### config.mk
export PLATFORM = sky130hd
export DESIGN_NAME = teclado_scanner_flat
export DESIGN_NICKNAME = d
export VERILOG_FILES = /design/src/rtl/teclado_scanner_if.sv /design/src/rtl/teclado_scanner.sv /design/src/flat_wrapper.sv
export SDC_FILE = /design/constraint.sdc
export NUM_CORES = 1
export LEC_CHECK = 0
export CAP_MARGIN = 15
export CORE_AREA = 2 2 72 81
export CTS_CLUSTER_SIZE = 40
export DETAILED_ROUTE_END_ITERATION = 12
export DIE_AREA = 0 0 74 83
export GPL_TIMING_DRIVEN = 0
export HOLD_SLACK_MARGIN = 0.08
export PLACE_DENSITY_LB_ADDON = 0.08
export SLEW_MARGIN = 5
export SYNTH_ARGS = -nofsm -noshare
export SYNTH_HDL_FRONTEND = slang
export SYNTH_SLANG_ARGS = --single-unit
export TNS_END_PERCENT = 5
### constraint.sdc
create_clock -name clk -period 3.7 [get_ports clk]
set_clock_uncertainty 0.05 [all_clocks]
set_input_delay 1.11 -clock clk [delete_from_list [all_inputs] [get_ports clk]]
set_output_delay 1.11 -clock clk [all_outputs]
set_load 0.005 [all_outputs]
### src/rtl/teclado_scanner_if.sv
// Keypad matrix and key-event bundle between teclado_scanner and its consumer.
// The master drives the columns and key outputs; the slave supplies the row lines.
interface teclado_scanner_if #(
    parameter int N_ROWS = 4,
    parameter int N_COLS = 4,
    parameter int CODE_W = 4
);
    localparam int IDX_W = $clog2(N_ROWS * N_COLS);

    logic [N_ROWS-1:0] filas_in;
    logic [N_COLS-1:0] columnas_out;
    logic [CODE_W-1:0] tecla_code;
    logic [IDX_W-1:0]  tecla_idx;
    logic              tecla_valid;
    logic              tecla_rel;
    logic              tecla_held;

    modport master (
        input  filas_in,
        output columnas_out, tecla_code, tecla_idx, tecla_valid, tecla_rel, tecla_held
    );

    modport slave (
        output filas_in,
        input  columnas_out, tecla_code, tecla_idx, tecla_valid, tecla_rel, tecla_held
    );
endinterface

### src/rtl/teclado_scanner.sv
// Keypad matrix scanner: one-cold column drive, per-frame key classification,
// frame-level debounce and a press/release FSM that emits translated key codes.
module teclado_scanner #(
    parameter int N_ROWS   = 4,
    parameter int N_COLS   = 4,
    parameter int CODE_W   = 4,
    parameter int SCAN_DIV = 1000,
    parameter int DEBOUNCE = 4,
    parameter int MAP_MODE = 0
) (
    input  logic              clk,
    input  logic              rst,
    teclado_scanner_if.master kb
);
    localparam int IDX_W = $clog2(N_ROWS * N_COLS);
    localparam int COL_W = $clog2(N_COLS);
    localparam int DIV_W = $clog2(SCAN_DIV);
    localparam logic [3:0] DEB = 4'(DEBOUNCE);
    localparam logic [3:0] CALC_MAP [16] = '{
        4'h1, 4'h2, 4'h3, 4'hA, 4'h4, 4'h5, 4'h6, 4'hB,
        4'h7, 4'h8, 4'h9, 4'hC, 4'hE, 4'h0, 4'hF, 4'hD
    };

    if (MAP_MODE == 0 && (N_ROWS != 4 || N_COLS != 4)) begin : g_bad_map
        $error("teclado_scanner: MAP_MODE=0 requires a 4x4 matrix");
    end
    if (CODE_W < IDX_W) begin : g_bad_code_w
        $error("teclado_scanner: CODE_W too small for N_ROWS*N_COLS keys");
    end
    if (N_ROWS < 2 || N_ROWS > 8 || N_COLS < 2 || N_COLS > 8) begin : g_bad_dims
        $error("teclado_scanner: N_ROWS/N_COLS must be in 2..8");
    end
    if (SCAN_DIV < 4 || DEBOUNCE < 1 || DEBOUNCE > 15) begin : g_bad_timing
        $error("teclado_scanner: SCAN_DIV >= 4 and DEBOUNCE in 1..15 required");
    end

    typedef enum logic [1:0] {CLS_NONE, CLS_ONE, CLS_MULTI} cls_e;
    typedef enum logic {ST_IDLE, ST_HELD} state_e;

    function automatic logic [CODE_W-1:0] map_code(input logic [IDX_W-1:0] k);
        logic [3:0] kk;
        kk = 4'(k);
        if (MAP_MODE == 0) map_code = CODE_W'(CALC_MAP[kk]);
        else               map_code = CODE_W'(k);
    endfunction

    logic [N_ROWS-1:0] s1_q, s1_d, s2_q, s2_d;
    logic [DIV_W-1:0]  div_q, div_d;
    logic [COL_W-1:0]  col_q, col_d;
    logic [1:0]        acc_n_q, acc_n_d;
    logic [IDX_W-1:0]  acc_idx_q, acc_idx_d;
    cls_e              prev_cls_q, prev_cls_d;
    logic [IDX_W-1:0]  prev_idx_q, prev_idx_d;
    logic [3:0]        stab_q, stab_d;
    state_e            state_q, state_d;
    logic [CODE_W-1:0] code_q, code_d;
    logic [IDX_W-1:0]  idx_q, idx_d;
    logic              valid_q, valid_d;
    logic              rel_q, rel_d;

    logic              slot_end, frame_end, same, stable;
    logic [1:0]        col_cnt, tot_n;
    logic [2:0]        sum_n;
    logic [IDX_W-1:0]  col_idx, tot_idx;
    cls_e              cls;

    always_comb begin
        s1_d       = kb.filas_in;
        s2_d       = s1_q;
        div_d      = div_q;
        col_d      = col_q;
        acc_n_d    = acc_n_q;
        acc_idx_d  = acc_idx_q;
        prev_cls_d = prev_cls_q;
        prev_idx_d = prev_idx_q;
        stab_d     = stab_q;
        state_d    = state_q;
        code_d     = code_q;
        idx_d      = idx_q;
        valid_d    = 1'b0;
        rel_d      = 1'b0;

        slot_end  = (div_q == DIV_W'(SCAN_DIV - 1));
        frame_end = slot_end && (col_q == COL_W'(N_COLS - 1));

        // Low rows in the column currently driven, saturating at two.
        col_cnt = '0;
        col_idx = '0;
        for (int unsigned r = 0; r < N_ROWS; r++) begin
            if (!s2_q[r]) begin
                if (col_cnt != 2'd2) col_cnt = col_cnt + 2'd1;
                col_idx = IDX_W'(r * N_COLS) + IDX_W'(col_q);
            end
        end
        sum_n   = {1'b0, acc_n_q} + {1'b0, col_cnt};
        tot_n   = (sum_n >= 3'd2) ? 2'd2 : sum_n[1:0];
        tot_idx = (col_cnt != 2'd0) ? col_idx : acc_idx_q;

        cls = (tot_n == 2'd0) ? CLS_NONE : (tot_n == 2'd1) ? CLS_ONE : CLS_MULTI;
        same   = (cls == prev_cls_q) && (cls != CLS_ONE || tot_idx == prev_idx_q);
        stable = 1'b0;

        if (!slot_end) begin
            div_d = div_q + DIV_W'(1);
        end else begin
            div_d     = '0;
            col_d     = frame_end ? '0 : col_q + COL_W'(1);
            acc_n_d   = tot_n;
            acc_idx_d = tot_idx;
            if (frame_end) begin
                acc_n_d    = '0;
                acc_idx_d  = '0;
                prev_cls_d = cls;
                prev_idx_d = tot_idx;
                stab_d     = same ? ((stab_q == DEB) ? stab_q : stab_q + 4'd1) : 4'd1;
                stable     = (stab_d == DEB);
                // Any key change while held is ignored until a stable empty frame.
                case (state_q)
                    ST_IDLE: if (stable && cls == CLS_ONE) begin
                        state_d = ST_HELD;
                        idx_d   = tot_idx;
                        code_d  = map_code(tot_idx);
                        valid_d = 1'b1;
                    end
                    ST_HELD: if (stable && cls == CLS_NONE) begin
                        state_d = ST_IDLE;
                        rel_d   = 1'b1;
                    end
                    default: state_d = ST_IDLE;
                endcase
            end
        end
    end

    always_ff @(posedge clk or posedge rst) begin
        if (rst) begin
            s1_q       <= '1;
            s2_q       <= '1;
            div_q      <= '0;
            col_q      <= '0;
            acc_n_q    <= '0;
            acc_idx_q  <= '0;
            prev_cls_q <= CLS_NONE;
            prev_idx_q <= '0;
            stab_q     <= '0;
            state_q    <= ST_IDLE;
            code_q     <= '0;
            idx_q      <= '0;
            valid_q    <= 1'b0;
            rel_q      <= 1'b0;
        end else begin
            s1_q       <= s1_d;
            s2_q       <= s2_d;
            div_q      <= div_d;
            col_q      <= col_d;
            acc_n_q    <= acc_n_d;
            acc_idx_q  <= acc_idx_d;
            prev_cls_q <= prev_cls_d;
            prev_idx_q <= prev_idx_d;
            stab_q     <= stab_d;
            state_q    <= state_d;
            code_q     <= code_d;
            idx_q      <= idx_d;
            valid_q    <= valid_d;
            rel_q      <= rel_d;
        end
    end

    assign kb.columnas_out = ~(N_COLS'(1) << col_q);
    assign kb.tecla_code   = code_q;
    assign kb.tecla_idx    = idx_q;
    assign kb.tecla_valid  = valid_q;
    assign kb.tecla_rel    = rel_q;
    assign kb.tecla_held   = (state_q == ST_HELD);
endmodule
### src/flat_wrapper.sv
// flat-port wrapper written by rule: the top's interface ports become plain ports
module teclado_scanner_flat 
#(
    parameter int N_ROWS   = 4,
    parameter int N_COLS   = 4,
    parameter int CODE_W   = 4,
    parameter int SCAN_DIV = 1000,
    parameter int DEBOUNCE = 4,
    parameter int MAP_MODE = 0
)
  (clk, rst, kb_filas_in, kb_columnas_out, kb_tecla_code, kb_tecla_idx, kb_tecla_valid, kb_tecla_rel, kb_tecla_held);
  teclado_scanner_if #(.N_ROWS(N_ROWS), .N_COLS(N_COLS), .CODE_W(CODE_W)) kb_i ();
  input  logic clk;
  input  logic rst;
  input wire logic [$bits(kb_i.filas_in)-1:0] kb_filas_in;
  output wire logic [$bits(kb_i.columnas_out)-1:0] kb_columnas_out;
  output wire logic [$bits(kb_i.tecla_code)-1:0] kb_tecla_code;
  output wire logic [$bits(kb_i.tecla_idx)-1:0] kb_tecla_idx;
  output wire logic [$bits(kb_i.tecla_valid)-1:0] kb_tecla_valid;
  output wire logic [$bits(kb_i.tecla_rel)-1:0] kb_tecla_rel;
  output wire logic [$bits(kb_i.tecla_held)-1:0] kb_tecla_held;
  assign kb_i.filas_in = kb_filas_in;
  assign kb_columnas_out = kb_i.columnas_out;
  assign kb_tecla_code = kb_i.tecla_code;
  assign kb_tecla_idx = kb_i.tecla_idx;
  assign kb_tecla_valid = kb_i.tecla_valid;
  assign kb_tecla_rel = kb_i.tecla_rel;
  assign kb_tecla_held = kb_i.tecla_held;
  teclado_scanner #(.N_ROWS(N_ROWS), .N_COLS(N_COLS), .CODE_W(CODE_W), .SCAN_DIV(SCAN_DIV), .DEBOUNCE(DEBOUNCE), .MAP_MODE(MAP_MODE)) u_core (.clk(clk), .rst(rst), .kb(kb_i));
endmodule
==> results_dict.tcl <==
set metrics [dict create \
    worstPathRequired_ps 3840 \
    drt_first_pass_iters 4 \
    violations "negative setup slack" \
    relSlewSlack_pct 54.4 \
    place_congestion 0.800 \
    rows 28 \
    initialDrtViolationCount 112 \
    vias 1947 \
    synth_edf_count 0 \
    hold_path_depth 0 \
    critPathMaxFanout 8 \
    ys_top_cells_by_area "dfrtp_1 37%, ha_1 8.0%, dfstp_2 7.9%, mux2_2 4.2%, nand2_1 3.5%" \
    worst_pin_slew_ps 664 \
    setup_ws_ps -95.3 \
    wl_per_cell_um 14.3 \
    drc_errors 0 \
    setup_viol 8 \
    r2r_cells 16 \
    clock_latency_ps 310 \
    core_area_sq_mm 0.00529 \
    cts_max_level 2 \
    powerDensity_mw_per_mm2 328 \
    cts.path.max_buffers 2 \
    grt_start_max_net_pins 38 \
    ys_seq_area_share_pct 44.7 \
    min_period_over_period_pct 103 \
    die_w_um 74 \
    chipHeight_um 83 \
    cts_buffers 5 \
    timing.fmax_mhz 263 \
    fin_cells 368 \
    first_global_vias 1964 \
    rsz0062_at_grt "yes" \
    syn_nets 277 \
    num_io_pins 21 \
    nets 316 \
    antenna_found_initial 0 \
    initial_core_util_pct 50.2 \
    ir_drop_mv 0.173 \
    cp_slowest_cell "dfstp_2" \
    syn_area_sq_mm 0.00266 \
    path_class "flip-flop to flip-flop" \
    critPathLaunchType "flip-flop" \
    port-buffer-count 20 \
    synth.distinct_cells 51 \
    viasPerCell 5.29 \
    dpl.hpwl_mm 3.59 \
    antenna_cells 0 \
    grt_remaining_overflow 0 \
    cts_tree "done" \
    tns_ps -686 \
    areaGrowthSynthToFinish_pct 22.9 \
    cp.arrival_ps 3940 \
    ys_ff_latch 47 \
    syn_inst 253 \
    yosysWarningCount 0 \
    hold_class "flip-flop to flip-flop" \
    syn_avg_cell_area_sq_um 10.5 \
    drtAntennaViolNets 0 \
    p_leak_nw 1.43 \
    drv_cap 0 \
    fillers 447 \
    final_max_slew_viol_count 0 \
    dpl.cell_count 349 \
    drt-total-wl_mm 5.26 \
    die-area_sq_mm 0.00614 \
    hold_viol 0 \
    holdWs_ps 308 \
    crit_path_frequent_cell "ha_2" \
    crit_chain "inv_2, ha_4, mux2i_4, ha_2, nor2_1, a21oi_1, ha_2, inv_1, fa_1, and2_4, mux2i_1, o22ai_2, nand4_1, nor4b_4, buf_6, mux2_4" \
    max_stage_delay_ps 570 \
    final_layout_size_suffix_gt1_share_pct 20.8 \
    worstSetupEndpointType "flip-flop" \
    async_flop_share_pct 100 \
    clk_pin_slew_ps 90 \
    clock_sinks 47 \
    yosys.area.top_type_share_pct 36.8 \
    root_buffer "clkbuf_8" \
    track_usage_pct 19.0 \
    status "finished with violations" \
    synth.largest_area_cell "dfrtp_1" \
    synth_ff_type "dfrtp_1" \
    grt_pass1_wl_mm 9.11 \
    min_period_ps 3800 \
]
synth_stat cells, types with 2 or more instances:
cell type / number
a211oi_1: 2
a211oi_4: 2
a21boi_0: 2
a21oi_1: 9
a22o_1: 3
and2_1: 4
and3_1: 4
buf_4: 2
clkbuf_1: 5
dfrtp_1: 39
dfstp_2: 8
ha_1: 17
inv_1: 20
mux2_2: 10
mux2i_1: 8
nand2_1: 25
nand2b_1: 2
nand3_1: 9
nand3b_1: 2
nand4_1: 3
nor2_1: 14
nor2b_1: 4
nor3_1: 2
nor4_1: 5
o211ai_1: 2
o21ai_0: 16
o31ai_1: 3
or3_1: 2
xnor2_1: 3
xor2_1: 5
registers in the layout (all words and copies together) (netlist names):
| signal | count |
|---|---|
| u_core.kb.tecla_idx | 4 |
| u_core.kb.tecla_code | 4 |
| u_core.s1_q | 4 |
| u_core.kb.tecla_valid | 1 |
| u_core.kb.tecla_rel | 1 |
| u_core.prev_cls_q | 2 |
| u_core.stab_q | 4 |
| u_core.col_q | 2 |
| u_core.s2_q | 4 |
| u_core.prev_idx_q | 4 |
| u_core.acc_idx_q | 4 |
| u_core.div_q | 10 |
| u_core.kb.tecla_held | 1 |
| u_core.acc_n_q | 2 |
what timing repair did:
item                                    in CTS  in global routing
pin swaps                                    9                  3
hold buffers                                 0                  0
endpoints found under the setup margin       9                 12
resized for setup                           16                  5
setup buffers                               10                  1
worst max-delay path: cells and delay by family, from the launching register on:
family	cells	cell delay, ps
AO/OA/AOI/OAI	2	310
AND/OR/NAND/NOR	4	740
buffers and inverters	3	310
flip-flops	1	570
adder cells (fa/ha/maj)	4	1110
multiplexers	3	590
power breakdown:
part | internal [mW] | switching [mW]
combinational | 0.0685 | 0.0775
sequential | 0.521 | 0.00250
clock | 0.222 | 0.179
cell usage in the layout (no fill, tap or decap), types with 3 or more instances in the layout:
cell type	netlist	layout
a21oi_1	9	8
mux2i_1	8	7
ha_2	0	3
nand3_1	9	9
o31ai_1	3	3
nand4_1	3	3
nand2_1	25	25
nor2b_1	4	4
dfrtp_1	39	39
nor4_1	5	5
ha_1	17	13
and2_1	4	3
xnor2_1	3	3
clkbuf_1	5	5
xor2_1	5	5
clkbuf_8	0	6
o21ai_0	16	15
a22o_1	3	3
clkdlybuf4s50_1	0	20
inv_1	20	18
nor2_1	14	14
mux2_4	0	9
buf_4	2	12
dfstp_2	8	8
and3_1	4	4
cell type report:
class | count | area (sq um) | area share [%]
multi-input combinational | 179 | 1450 | 44.3
sequential | 47 | 1190 | 36.4
tap | 75 | 93.8 | 2.88
clock inverter | 2 | 38.8 | 1.19
buffer | 7 | 33.8 | 1.04
inverter | 20 | 75.1 | 2.30
clock buffer | 6 | 82.6 | 2.53
timing repair buffer | 32 | 307 | 9.40
cells by family after synthesis:
logic type	synth area share (%)
and+or+nand+nor	17.7
buffers and inverters	4.10
muxes	8.11
AOI/OAI and AO/OA	14.0
xor gates and xnor gates	2.64
adders and majority gates	8.77
DFF	44.7
metrics by stage:
| step | power [mW] | util (%) | worst slack (ps) | instance area, sq um |
|---|---|---|---|---|
| 2_1_floorplan | 0.630 | - | -150 | 2670 |
| 3_3_place_gp | 0.656 | 56.0 | -666 | 2960 |
| 3_5_place_dp | 0.658 | 56.4 | -669 | 2980 |
| 4_1_cts | 1.08 | 61.1 | -124 | 3230 |
| 5_1_grt | 1.12 | 61.7 | -286 | 3260 |
| 6_report | 1.07 | 61.7 | -95.3 | 3260 |
final timing paths:
| kind | to | start | slack [ps] |
|---|---|---|---|
| setup / recovery | u_core.kb.tecla_code[0]$_DFFE_PP0P_ | u_core.s2_q[1]$_DFF_PP1_ | -100 |
| hold / removal | u_core.s2_q[3]$_DFF_PP1_ | u_core.s1_q[3]$_DFF_PP1_ | 310 |
| setup reg to reg | u_core.kb.tecla_code[0]$_DFFE_PP0P_ | u_core.s2_q[1]$_DFF_PP1_ | -100 |
| hold reg to reg | u_core.s2_q[3]$_DFF_PP1_ | u_core.s1_q[3]$_DFF_PP1_ | 310 |
| max in group asynchronous | u_core.s1_q[0]$_DFF_PP1_ | rst | 2060 |
| min in group asynchronous | u_core.div_q[7]$_DFF_PP0_ | rst | 1000 |
routing by layer:
layer  up-vias  part of all wire (%)  routed length [um]  global-route usage (%)
met4         0                   1.8                  97                    7.44
met5         -                     0                   0                       0
met2        31                    49                2560                    29.5
li1        971                     -                   -                       -
met3        11                   2.2                 116                    3.52
met1       934                    47                2490                    26.0
No activity file was read; power rests on OpenSTA's default activity.
